--- config.mk ---
export PLATFORM = sky130hd
export DESIGN_NAME = instr_prefetch_queue_flat
export DESIGN_NICKNAME = d
export VERILOG_FILES = /design/src/rtl/instr_prefetch_queue_if.sv /design/src/rtl/instr_prefetch_queue.sv /design/src/flat_wrapper.sv
export SDC_FILE = /design/constraint.sdc
export NUM_CORES = 1
export LEC_CHECK = 0
export ABC_AREA = 1
export CAP_MARGIN = 0
export CORE_MARGIN = 2
export CORE_UTILIZATION = 42
export DETAILED_ROUTE_END_ITERATION = 8
export DONT_BUFFER_PORTS = 1
export PLACE_DENSITY = 0.65
export SYNTH_ARGS = -nofsm -noshare
export SYNTH_HDL_FRONTEND = slang
export SYNTH_SLANG_ARGS = --single-unit
export TNS_END_PERCENT = 10
--- constraint.sdc ---
create_clock -name clock -period 5.16 [get_ports clock]
set_input_delay 1.548 -clock clock [delete_from_list [all_inputs] [get_ports clock]]
set_output_delay 1.548 -clock clock [all_outputs]
set_load 0.05 [all_outputs]
--- src/rtl/instr_prefetch_queue_if.sv ---
`default_nettype none
// +----------------------------------------------------------------------------+
// | Module      : instr_prefetch_queue_if                                      |
// | Description : Memory read bus, instruction-register handshake and          |
// |               redirect signals of the instruction prefetch queue.          |
// |               master = prefetch queue side, slave = memory/decode side.    |
// | Revision    : 1.0  initial release                                         |
// +----------------------------------------------------------------------------+
interface instr_prefetch_queue_if #(
    parameter int ADDR_W = 16,
    parameter int DATA_W = 16
) ();
    logic              mem_rd_req;
    logic [ADDR_W-1:0] mem_addr;
    logic              mem_rd_valid;
    logic [DATA_W-1:0] mem_rd_data;
    logic              ir_valid;
    logic [DATA_W-1:0] ir_data;
    logic [ADDR_W-1:0] ir_pc;
    logic              ir_pop;
    logic              redirect;
    logic [ADDR_W-1:0] redirect_pc;
    logic              fetch_err;

    modport master (
        output mem_rd_req, mem_addr, ir_valid, ir_data, ir_pc, fetch_err,
        input  mem_rd_valid, mem_rd_data, ir_pop, redirect, redirect_pc
    );

    modport slave (
        input  mem_rd_req, mem_addr, ir_valid, ir_data, ir_pc, fetch_err,
        output mem_rd_valid, mem_rd_data, ir_pop, redirect, redirect_pc
    );
endinterface
`default_nettype wire

--- src/rtl/instr_prefetch_queue.sv ---
`default_nettype none
// +----------------------------------------------------------------------------+
// | Module      : instr_prefetch_queue                                         |
// | Description : Instruction fetch front end. Issues sequential word reads    |
// |               ahead of execution (one outstanding), buffers words with     |
// |               their PCs in a DEPTH-entry FIFO, flushes on redirect.        |
// |               Optional macro PFQ_BOUND_CHECK_EN: refuse to fetch at or     |
// |               beyond MEM_WORDS and raise sticky fetch_err instead.         |
// | Revision    : 1.0  initial release                                         |
// +----------------------------------------------------------------------------+
module instr_prefetch_queue #(
    parameter int                DEPTH     = 4,
    parameter int                ADDR_W    = 16,
    parameter int                DATA_W    = 16,
    parameter int                MEM_WORDS = 32,
    parameter logic [ADDR_W-1:0] RESET_PC  = '0
) (
    input  logic                   clock,
    input  logic                   reset,
    instr_prefetch_queue_if.master bus
);
    localparam int                  c_PTR_W      = $clog2(DEPTH);
    localparam logic [c_PTR_W:0]    c_DEPTH      = (c_PTR_W+1)'(DEPTH);
    localparam logic [c_PTR_W:0]    c_DEPTH_M1   = (c_PTR_W+1)'(DEPTH - 1);
    localparam logic [c_PTR_W-1:0]  c_PTR_ONE    = c_PTR_W'(1);
    localparam logic [ADDR_W:0]     c_MEM_WORDS  = (ADDR_W+1)'(MEM_WORDS);
    localparam logic [ADDR_W-1:0]   c_PC_ONE     = ADDR_W'(1);

    typedef enum logic [1:0] {
        S_IDLE = 2'd0,
        S_REQ  = 2'd1,
        S_WAIT = 2'd2
    } state_t;

    state_t             r_state, w_state_next;
    logic [ADDR_W-1:0]  r_fetch_pc, w_fetch_pc_next;
    logic               r_discard, w_discard_next;
    logic               w_req;
    logic               w_push;
    logic               w_pop;
    logic               w_in_range;
    logic [ADDR_W-1:0]  w_pc_plus1;
    logic [ADDR_W-1:0]  w_pc_inc;

    logic [DATA_W-1:0]  r_data [DEPTH];
    logic [ADDR_W-1:0]  r_pc   [DEPTH];
    logic [c_PTR_W-1:0] r_rd_ptr, r_wr_ptr;
    logic [c_PTR_W:0]   r_count;
    logic [c_PTR_W:0]   w_count_ap;

    // A pop only counts when there is a head and no redirect overrides it.
    assign w_pop      = bus.ir_pop && (r_count != '0) && !bus.redirect;
    // Occupancy once this cycle's pop is taken; the credit decisions use it.
    assign w_count_ap = r_count - {{c_PTR_W{1'b0}}, w_pop};
    assign w_pc_plus1 = r_fetch_pc + c_PC_ONE;

`ifdef PFQ_BOUND_CHECK_EN
    logic w_err_set;
    logic r_fetch_err;

    // Out-of-range PCs must stay visible so the bound check can catch them.
    assign w_pc_inc   = w_pc_plus1;
    assign w_in_range = ({1'b0, r_fetch_pc} < c_MEM_WORDS);

    // Sticky bound error, cleared only by reset.
    always_ff @(posedge clock) begin
        if (reset) begin
            r_fetch_err <= 1'b0;
        end else if (w_err_set) begin
            r_fetch_err <= 1'b1;
        end
    end

    assign bus.fetch_err = r_fetch_err;
`else
    // Wrap inside the instruction memory (MEM_WORDS-1 -> 0).
    assign w_pc_inc      = ADDR_W'({1'b0, w_pc_plus1} % c_MEM_WORDS);
    assign w_in_range    = 1'b1;
    assign bus.fetch_err = 1'b0;
`endif

    // Fetch FSM state, fetch PC and stale-response flag.
    always_ff @(posedge clock) begin
        if (reset) begin
            r_state    <= S_IDLE;
            r_fetch_pc <= RESET_PC;
            r_discard  <= 1'b0;
        end else begin
            r_state    <= w_state_next;
            r_fetch_pc <= w_fetch_pc_next;
            r_discard  <= w_discard_next;
        end
    end

    // Next-state, request strobe and push decision; redirect overrides all.
    always_comb begin
        w_state_next    = r_state;
        w_fetch_pc_next = r_fetch_pc;
        w_discard_next  = r_discard;
        w_req           = 1'b0;
        w_push          = 1'b0;
`ifdef PFQ_BOUND_CHECK_EN
        w_err_set       = 1'b0;
`endif
        if (bus.redirect) begin
            w_fetch_pc_next = bus.redirect_pc;
            if (r_state == S_WAIT) begin
                // A response arriving now is the stale one and is dropped here;
                // otherwise remember to drop it when it shows up.
                w_discard_next = !bus.mem_rd_valid;
                w_state_next   = bus.mem_rd_valid ? S_REQ : S_WAIT;
            end else begin
                // The request strobe is suppressed, so nothing is in flight.
                w_state_next = S_REQ;
            end
        end else begin
            case (r_state)
                S_IDLE: begin
                    if (w_count_ap < c_DEPTH) begin
                        if (w_in_range) begin
                            w_state_next = S_REQ;
                        end
`ifdef PFQ_BOUND_CHECK_EN
                        else begin
                            w_err_set = 1'b1;
                        end
`endif
                    end
                end
                S_REQ: begin
                    if (w_in_range) begin
                        w_req        = 1'b1;
                        w_state_next = S_WAIT;
                    end
`ifdef PFQ_BOUND_CHECK_EN
                    else begin
                        w_err_set    = 1'b1;
                        w_state_next = S_IDLE;
                    end
`endif
                end
                S_WAIT: begin
                    if (bus.mem_rd_valid) begin
                        if (r_discard) begin
                            w_discard_next = 1'b0;
                            w_state_next   = (w_count_ap < c_DEPTH) ? S_REQ : S_IDLE;
                        end else begin
                            // Slot is guaranteed by the credit check at issue time.
                            w_push          = 1'b1;
                            w_fetch_pc_next = w_pc_inc;
                            w_state_next    = (w_count_ap < c_DEPTH_M1) ? S_REQ : S_IDLE;
                        end
                    end
                end
                default: w_state_next = S_IDLE;
            endcase
        end
    end

    // FIFO pointers and occupancy; redirect empties the queue.
    always_ff @(posedge clock) begin
        if (reset || bus.redirect) begin
            r_rd_ptr <= '0;
            r_wr_ptr <= '0;
            r_count  <= '0;
        end else begin
            if (w_push) begin
                r_wr_ptr <= r_wr_ptr + c_PTR_ONE;
            end
            if (w_pop) begin
                r_rd_ptr <= r_rd_ptr + c_PTR_ONE;
            end
            r_count <= w_count_ap + {{c_PTR_W{1'b0}}, w_push};
        end
    end

    // FIFO storage: instruction word with the PC it was fetched from.
    always_ff @(posedge clock) begin
        if (w_push) begin
            r_data[r_wr_ptr] <= bus.mem_rd_data;
            r_pc[r_wr_ptr]   <= r_fetch_pc;
        end
    end

    assign bus.mem_rd_req = w_req;
    assign bus.mem_addr   = r_fetch_pc;
    assign bus.ir_valid   = (r_count != '0);
    assign bus.ir_data    = r_data[r_rd_ptr];
    assign bus.ir_pc      = r_pc[r_rd_ptr];

endmodule
`default_nettype wire

--- src/flat_wrapper.sv ---
// flat-port wrapper written by rule: the top's interface ports become plain ports
module instr_prefetch_queue_flat 
#(
    parameter int                DEPTH     = 4,
    parameter int                ADDR_W    = 16,
    parameter int                DATA_W    = 16,
    parameter int                MEM_WORDS = 32,
    parameter logic [ADDR_W-1:0] RESET_PC  = '0
)
  (clock, reset, bus_mem_rd_req, bus_mem_addr, bus_ir_valid, bus_ir_data, bus_ir_pc, bus_fetch_err, bus_mem_rd_valid, bus_mem_rd_data, bus_ir_pop, bus_redirect, bus_redirect_pc);
  instr_prefetch_queue_if #(.ADDR_W(ADDR_W), .DATA_W(DATA_W)) bus_i ();
  input  logic clock;
  input  logic reset;
  output wire logic [$bits(bus_i.mem_rd_req)-1:0] bus_mem_rd_req;
  output wire logic [$bits(bus_i.mem_addr)-1:0] bus_mem_addr;
  output wire logic [$bits(bus_i.ir_valid)-1:0] bus_ir_valid;
  output wire logic [$bits(bus_i.ir_data)-1:0] bus_ir_data;
  output wire logic [$bits(bus_i.ir_pc)-1:0] bus_ir_pc;
  output wire logic [$bits(bus_i.fetch_err)-1:0] bus_fetch_err;
  input wire logic [$bits(bus_i.mem_rd_valid)-1:0] bus_mem_rd_valid;
  input wire logic [$bits(bus_i.mem_rd_data)-1:0] bus_mem_rd_data;
  input wire logic [$bits(bus_i.ir_pop)-1:0] bus_ir_pop;
  input wire logic [$bits(bus_i.redirect)-1:0] bus_redirect;
  input wire logic [$bits(bus_i.redirect_pc)-1:0] bus_redirect_pc;
  assign bus_mem_rd_req = bus_i.mem_rd_req;
  assign bus_mem_addr = bus_i.mem_addr;
  assign bus_ir_valid = bus_i.ir_valid;
  assign bus_ir_data = bus_i.ir_data;
  assign bus_ir_pc = bus_i.ir_pc;
  assign bus_fetch_err = bus_i.fetch_err;
  assign bus_i.mem_rd_valid = bus_mem_rd_valid;
  assign bus_i.mem_rd_data = bus_mem_rd_data;
  assign bus_i.ir_pop = bus_ir_pop;
  assign bus_i.redirect = bus_redirect;
  assign bus_i.redirect_pc = bus_redirect_pc;
  instr_prefetch_queue #(.DEPTH(DEPTH), .ADDR_W(ADDR_W), .DATA_W(DATA_W), .MEM_WORDS(MEM_WORDS), .RESET_PC(RESET_PC)) u_core (.clock(clock), .reset(reset), .bus(bus_i));
endmodule
Word-level counts from Yosys, hierarchy flattened:

Memory sizes are Yosys's and may differ from the RTL's. A register that Yosys moved wholly into a read port is not among the register bits.
Cells that the tools add are included.

* eq/ne operators: 5
* reductions and logical operators: 12
* add/subtract/negate cells: 5
* $lt $le $gt $ge: 2
* multiplexer cells: 29

Operators with widths (count)
* $mux W16: 4
* $mux W2: 10
* $mux W1: 14
* $pmux W2 S3: 1
* $add A5 B1 Y5 const B: 1
* $add A2 B1 Y2 const B: 2
* $reduce_and A2 Y1: 2
* $reduce_bool A2 Y1: 2
* $add A3 B1 Y3: 1
* $lt A3 B2 Y1 const B: 1
* $lt A3 B3 Y1 const B: 1
* $ne A3 B2 Y1 const B: 1
* $ne A3 B3 Y1 const B: 1
* $reduce_and A3 Y1: 1
* $reduce_bool A3 Y1: 1
* $sub A3 B1 Y3: 1
* $eq A2 B1 Y1 const B: 1
* $eq A2 B2 Y1 const B: 1
* $logic_and A1 B1 Y1: 2
* $logic_not A1 Y1: 2
* $logic_not A2 Y1: 1
* $ne A2 B2 Y1 const B: 1
* $logic_or A1 B1 Y1: 1

* memories: 2
* bits in registers: 26
* input bits: 37
* word-level logic and storage cells: 61
* bits in writable memories: 128

Memory list
* u_core.r_data: depth 4, bits a word 16, read ports 1, clocked after memory_dff 1, write ports 1, line instr_prefetch_queue.sv:45 `logic [DATA_W-1:0] r_data [DEPTH];`
* u_core.r_pc: depth 4, bits a word 16, read ports 1, clocked after memory_dff 1, write ports 1, line instr_prefetch_queue.sv:46 `logic [ADDR_W-1:0] r_pc [DEPTH];`

Longest topological paths before layout:

* word-level depth: 10
* depth in mapped cells: 12

Worst setup path after synthesis:

Ideal clock, no wire load.

* path type: input to output
* from: in bus_redirect
* to: out bus_mem_rd_req
* required time: 3.612 ns
* slack: 1.222 ns
* arrival time: 2.390 ns
* stages on the path: 3
* path through: inv_2 nand2_1 nor2_1

* cells in the longest elaborated chain, start to end: 1

RTL lines
* start, declared: line flat_wrapper.sv:23 `input wire logic [$bits(bus_i.redirect)-1:0] bus_redirect;`
* $mux W1: line instr_prefetch_queue.sv:105 `if (bus.redirect) begin`
* end, declared: line flat_wrapper.sv:14 `output wire logic [$bits(bus_i.mem_rd_req)-1:0] bus_mem_rd_req;`

Every way passes these cells.

==> out/qor.log <==
qor: run_status.outcome complete, no violations
qor: cts.clock_insertion_delay_worst_skew 410 ps
qor: cts.post_cts_resize_count 0
qor: cts.cts-htree-levels 4
qor: worst_setup_path.critPathSlowestCell inv_1
qor: sta.maxClockFrequency 248 MHz
qor: power_and_ir_drop.cellInternalPower 2.10 mW
qor: power_and_ir_drop.max-vdd-ir-drop 254 uV
qor: worst_setup_path.worst-path-buf-inv 3
qor: global_route.grt_usage 16.0%
qor: routing.antenna_left 0
qor: final_layout.final_design_area_no_fill 7040 sq um
qor: worst_setup_path.crit_path_max_fanout 33
qor: sta.worst_pin_slew 1050 ps
qor: final_layout.layout_cell_share_with_drive_strength_beyond_1 15.0%
qor: routing.post_detailed_route_drc_marker_count 0
qor: power_and_ir_drop.switching_share 20.5%
qor: routing.drtPass1Iterations 4
qor: die.pin_count 88
qor: final_layout.layout-area-overhead-vs-synth 15.4%
qor: power_and_ir_drop.leakagePower 2.48 nW
qor: yosys.synthesis.area 6100 sq um
qor: die.chipWidth 125 microns
qor: worst_setup_path.cpMostUsedCell buf_4
qor: final_layout.layout.nets 574
qor: worst_setup_path.worstPathRequired 3610 ps
qor: sta.final-setup-viol-count 0
qor: routing.drt_iter0_drc 273
qor: job.cap_violations 0
qor: global_route.grt_antenna_before_repair 0
qor: sta.period_share 78.2%
qor: global_route.grt_pass1_vias 3755
qor: power_and_ir_drop.share_seq_of_total_power 53.7%
qor: routing.routed-via-count 3790
qor: cts.cts_tree done
qor: cts.cts.sink_count 156
qor: place.numPortBuffers 0
qor: yosys.postSynth.asyncResetShare 0%
qor: sta.report.final.slew_viol_count 0
qor: global_route.grt-ovfl-total 0
qor: place.post_place_setup_slack 1260 ps
qor: die.dieArea 15500 sq um
qor: place.detailed_place_hpwl 7.08 mm
qor: yosys.ys.warnings.count 0
qor: hold_path.timing.hold.worst.class flop to flop
qor: worst_setup_path.crit_type flop to output port
qor: sta.layout_setup_ws 1130 ps
qor: yosys.synth.ff_latch_count 156
qor: power_and_ir_drop.post-layout-total-power 2.64 mW
qor: worst_setup_path.path_delay_family buffers and inverters
qor: yosys.synth_area_per_cell 12.2 sq um
qor: routing.via_per_inst 5.23
qor: global_route.grt_start_max_net_pins 65
qor: cts.clock_tree.root_cell clkbuf_16
qor: yosys.library_cell_with_the_highest_instance_count_after_synthesis edfxtp_1
qor: yosys.ys.flop_type edfxtp_1
qor: yosys.synth-seq-area-share 72.2%
qor: cts.max-clock-path-buffers 2
qor: die.core-area 14400 sq um
qor: routing.drt_wl_total 12.2 mm
qor: place.placement.cell_area 6480 sq um
qor: yosys.synth_enable_flop_cells 128
qor: worst_setup_path.crit_path_cell_trace buf_4, inv_1, o21ai_0, o22ai_1, buf_4
qor: cts.clkSlewWorstSetupHoldPaths 60 ps
qor: cts.cts_setup_buffers 0
qor: final_layout.diodes 0
qor: sta.slew_headroom 29.9%
qor: sta.report.final.hold_viol_count 0
qor: sta.setup_total_negative_slack 0 ps
qor: yosys.post_synth_most_frequent_cells edfxtp_1 (128), nor2_1 (82), o21ai_0 (53), nand2_1 (36), o22ai_1 (33)
qor: die.initial_core_util 42.5%
qor: sta.grt_setup_unrepaired no
qor: yosys.postSynthCellCount 502
qor: sta.fin_worst_skew 12.1 ps
qor: cts.tritoncts.num_buffers 17
qor: power_and_ir_drop.power_density 374 nW/um^2
qor: worst_setup_path.critical_path_arrival 2490 ps
qor: yosys.synth_top_area_share 63.0%
qor: sta.hold_slack 480 ps
qor: yosys.synth_top_cell_by_area edfxtp_1
qor: yosys.synth_area_leaders edfxtp_1 (63%), dfxtp_1 (9.2%), nor2_1 (5.0%), o21ai_0 (4.3%), o22ai_1 (3.4%)
qor: power_and_ir_drop.switching_power 0.541 mW
qor: sta.post-route-min-period 4030 ps
qor: global_route.grt_pass1_wl 19.3 mm
qor: yosys.yosysUniqueCellTypes 25
qor: worst_setup_path.setup.worst_path.start_class flop
qor: power_and_ir_drop.clock_power_share 44.3%
qor: cts.hold_buffers 0
qor: yosys.post_syn_nets 548
qor: routing.wl_per_cell 16.8 microns
qor: die.rows 44
qor: power_and_ir_drop.pwr-share-comb 2.0%
qor: place.global_placer_s_final_weighted_congestion 0.741
qor: worst_setup_path.kind_of_end_point_of_the_critical_path output port
qor: worst_setup_path.worst_path_largest_cell_delay 790 ps
qor: die.die_height 125 microns
## worst reg2reg max path, cell delays in order, from the launching register on
cell and delay (ps):
dfxtp_1 340, inv_2 60, nor2_4 110, nand2_2 270, nor2_2 250, inv_2 130
nor2_4 800
## worst paths after layout
| path | to | depth (start not counted) | start | slack (ps) |
|---|---|---|---|---|
| worst max register to register | u_core.r_pc[2][15] | 6 | u_core.r_state[1] | 2770 |
| worst min-delay path | u_core.r_discard | 2 | u_core.r_discard | 480 |
| worst max-delay path | bus_ir_pc[15] | 5 | flop | 1130 |
| worst min register to register | u_core.r_discard | 2 | u_core.r_discard | 480 |
## metrics by stage
| step | cells | utilization (%) |
|---|---|---|
| 3_3_place_gp | 693 | 45.1 |
| 2_1_floorplan | 502 | - |
| 5_1_grt | 725 | 49.0 |
| 4_1_cts | 725 | 49.0 |
| 6_report | 725 | 49.0 |
| 3_5_place_dp | 693 | 45.1 |
## cell families after synthesis
logic type	Yosys count	synth area share (%)
AOI/OAI and AO/OA	127	11.3
xor gates and xnor gates	3	0.431
adders and majority gates	9	1.85
buffers and inverters	57	4.14
DFF	156	72.2
other	1	0.0615
and+or+nand+nor	149	10.0
## layout by cell type (no fill, tap or decap), types with 6 or more instances in the layout
cell type | Yosys | routed
clkbuf_16 | 0 | 17
nand3_1 | 24 | 24
a21oi_1 | 18 | 18
nand2_1 | 36 | 36
nor2_1 | 82 | 78
inv_1 | 23 | 23
o21ai_0 | 53 | 53
dfxtp_1 | 28 | 27
o22ai_1 | 33 | 33
edfxtp_1 | 128 | 128
ha_1 | 9 | 9
inv_2 | 6 | 6
o21ai_1 | 19 | 19
buf_4 | 3 | 35
## sequential cells by signal, indices dropped and copies added (netlist names), named ones only
name                 cells
u_core.r_data           64
u_core.r_rd_ptr          2
u_core.bus.mem_addr     16
u_core.r_pc             64
u_core.r_count           3
u_core.r_discard         1
u_core.r_state           2
u_core.r_wr_ptr          2
## power groups by stage
stage / Clock (mW) / Sequential, mW / Combinational, mW
floorplan: 0 / 1.44 / 0.0481
global placement: 0 / 1.44 / 0.0510
detailed placement: 0 / 1.44 / 0.0521
CTS: 1.18 / 1.42 / 0.0524
global route: 1.24 / 1.42 / 0.0588
finish: 1.17 / 1.42 / 0.0522
## area by class of cell
class	count	area [sq um]
Fill cell	1238	7330
Sequential cell	156	4410
Multi-Input combinational cell	289	1480
Clock buffer	19	433
Timing Repair Buffer	35	263
Tap cell	184	230
Clock inverter	13	126
Inverter	29	109
## per-layer routing
| metal | GRT usage [%] | share of wire, % |
|---|---|---|
| met5 | 0 | 0 |
| met3 | 4.77 | 6.9 |
| met1 | 20.8 | 43 |
| met4 | 5.16 | 0.31 |
| met2 | 26.1 | 49 |
No activity file was read; power rests on OpenSTA's default activity.
==> edit (same settings) <==
The option `PFQ_BOUND_CHECK_EN` is turned on by a define.
--- a/src/rtl/instr_prefetch_queue.sv
+++ b/src/rtl/instr_prefetch_queue.sv
@@ -8,6 +8,8 @@
 // |               beyond MEM_WORDS and raise sticky fetch_err instead.         |
 // | Revision    : 1.0  initial release                                         |
 // +----------------------------------------------------------------------------+
+`define PFQ_BOUND_CHECK_EN
+
 module instr_prefetch_queue #(
     parameter int                DEPTH     = 4,
     parameter int                ADDR_W    = 16,
Function: changed (Yosys sat finds a counterexample within 4 cycles, from zero or initial values and one cycle with reset high).
==> edit against the original RTL <==
Sequential share of layout area shrank 3.1 points. Synthesized area grew 5.7%. Worst setup slack got worse by 0.10 ns. Final area is 5.6% higher. Critical path depth did not move. Synthesized cell count is 14% higher. Combinational power is 11% lower. Wire length increased by 14%. Total power up 0.92%. Register-to-register slack better by 0.08 ns. Sequential cell count rose by 1. Critical path type is now primary input to output pin. Critical endpoint is now bus_mem_rd_req.
==> edit: results (changes against the original RTL) <==
| Metric | Value |
|---|---|
| Vias in the first global route | 4379 (+17%) |
| VDD IR max | 0.277 mV (+9.1%) |
| Clock network area share | 0.0750 (-0.00440) |
| Synth area leaders | edfxtp_1, dfxtp_1, o21ai_0 |
| Register area share after synthesis | 0.686 (-0.0361) |
| Non-clk invs | 44 (+52%) |
| CP endpoint | bus_mem_rd_req |
| Worst Skew | 0.0108 ns (-0.00132 ns) |
| Finished Cell Area | 7440 um^2 (+5.6%) |
| RR Startpoint | u_core.r_count[2] |
| Status | finished clean |
| Met3 usage | 0.0630 (+0.0153) |
| HP Start | u_core.r_rd_ptr[1] |
| Clock Buffer Count | 24 (+5) |
| R2R depth | 11 (+5) |
| Hold Path Sink | u_core.r_rd_ptr[1] |
| Sw Ratio | 0.204 (-0.00164) |
| Flop-to-flop setup slack | 2.85 ns (+0.08 ns) |
| Hold_ws | 0.461 ns (-0.0191 ns) |
| Multi-input comb cells | 350 (+21%) |
| Detailed Place HPWL | 8400 um (+19%) |
| CP Max Fanout | 20 (-39%) |
| GRT Overall Usage | 0.176 (+0.0150) |
| Final wirelength | 13900 um (+14%) |
| Met2 usage | 0.310 (+0.0488) |
==> edit: cell count changes after synthesis, sizes merged, moves of 3 or more <==
cell / before / now
inv: 29 / 43
nand2: 37 / 60
o21ai: 72 / 84
nand3: 24 / 18
a31oi: 0 / 3
buf: 20 / 6
nor2: 85 / 101
nand4: 2 / 6
nor3: 1 / 6
clkbuf: 8 / 17
==> edit: logic make-up after synthesis <==
family                     count (synthesis)  synth area share
and+or+nand+nor                          193             0.130
DFF                                      157             0.686
AOI/OAI and AO/OA                        144             0.120
buffers and inverters                     67            0.0407
adders and majority gates                  9            0.0175
xor gates and xnor gates                   4           0.00543
==> edit: power by group through the flow <==
stage	clock network (mW)	logic, mW	registers, mW
after floorplan	0	0.0405	1.45
after global placement	0	0.0450	1.46
after detailed placement	0	0.0461	1.46
after CTS	1.20	0.0464	1.43
after global routing	1.25	0.0539	1.43
final	1.18	0.0466	1.43
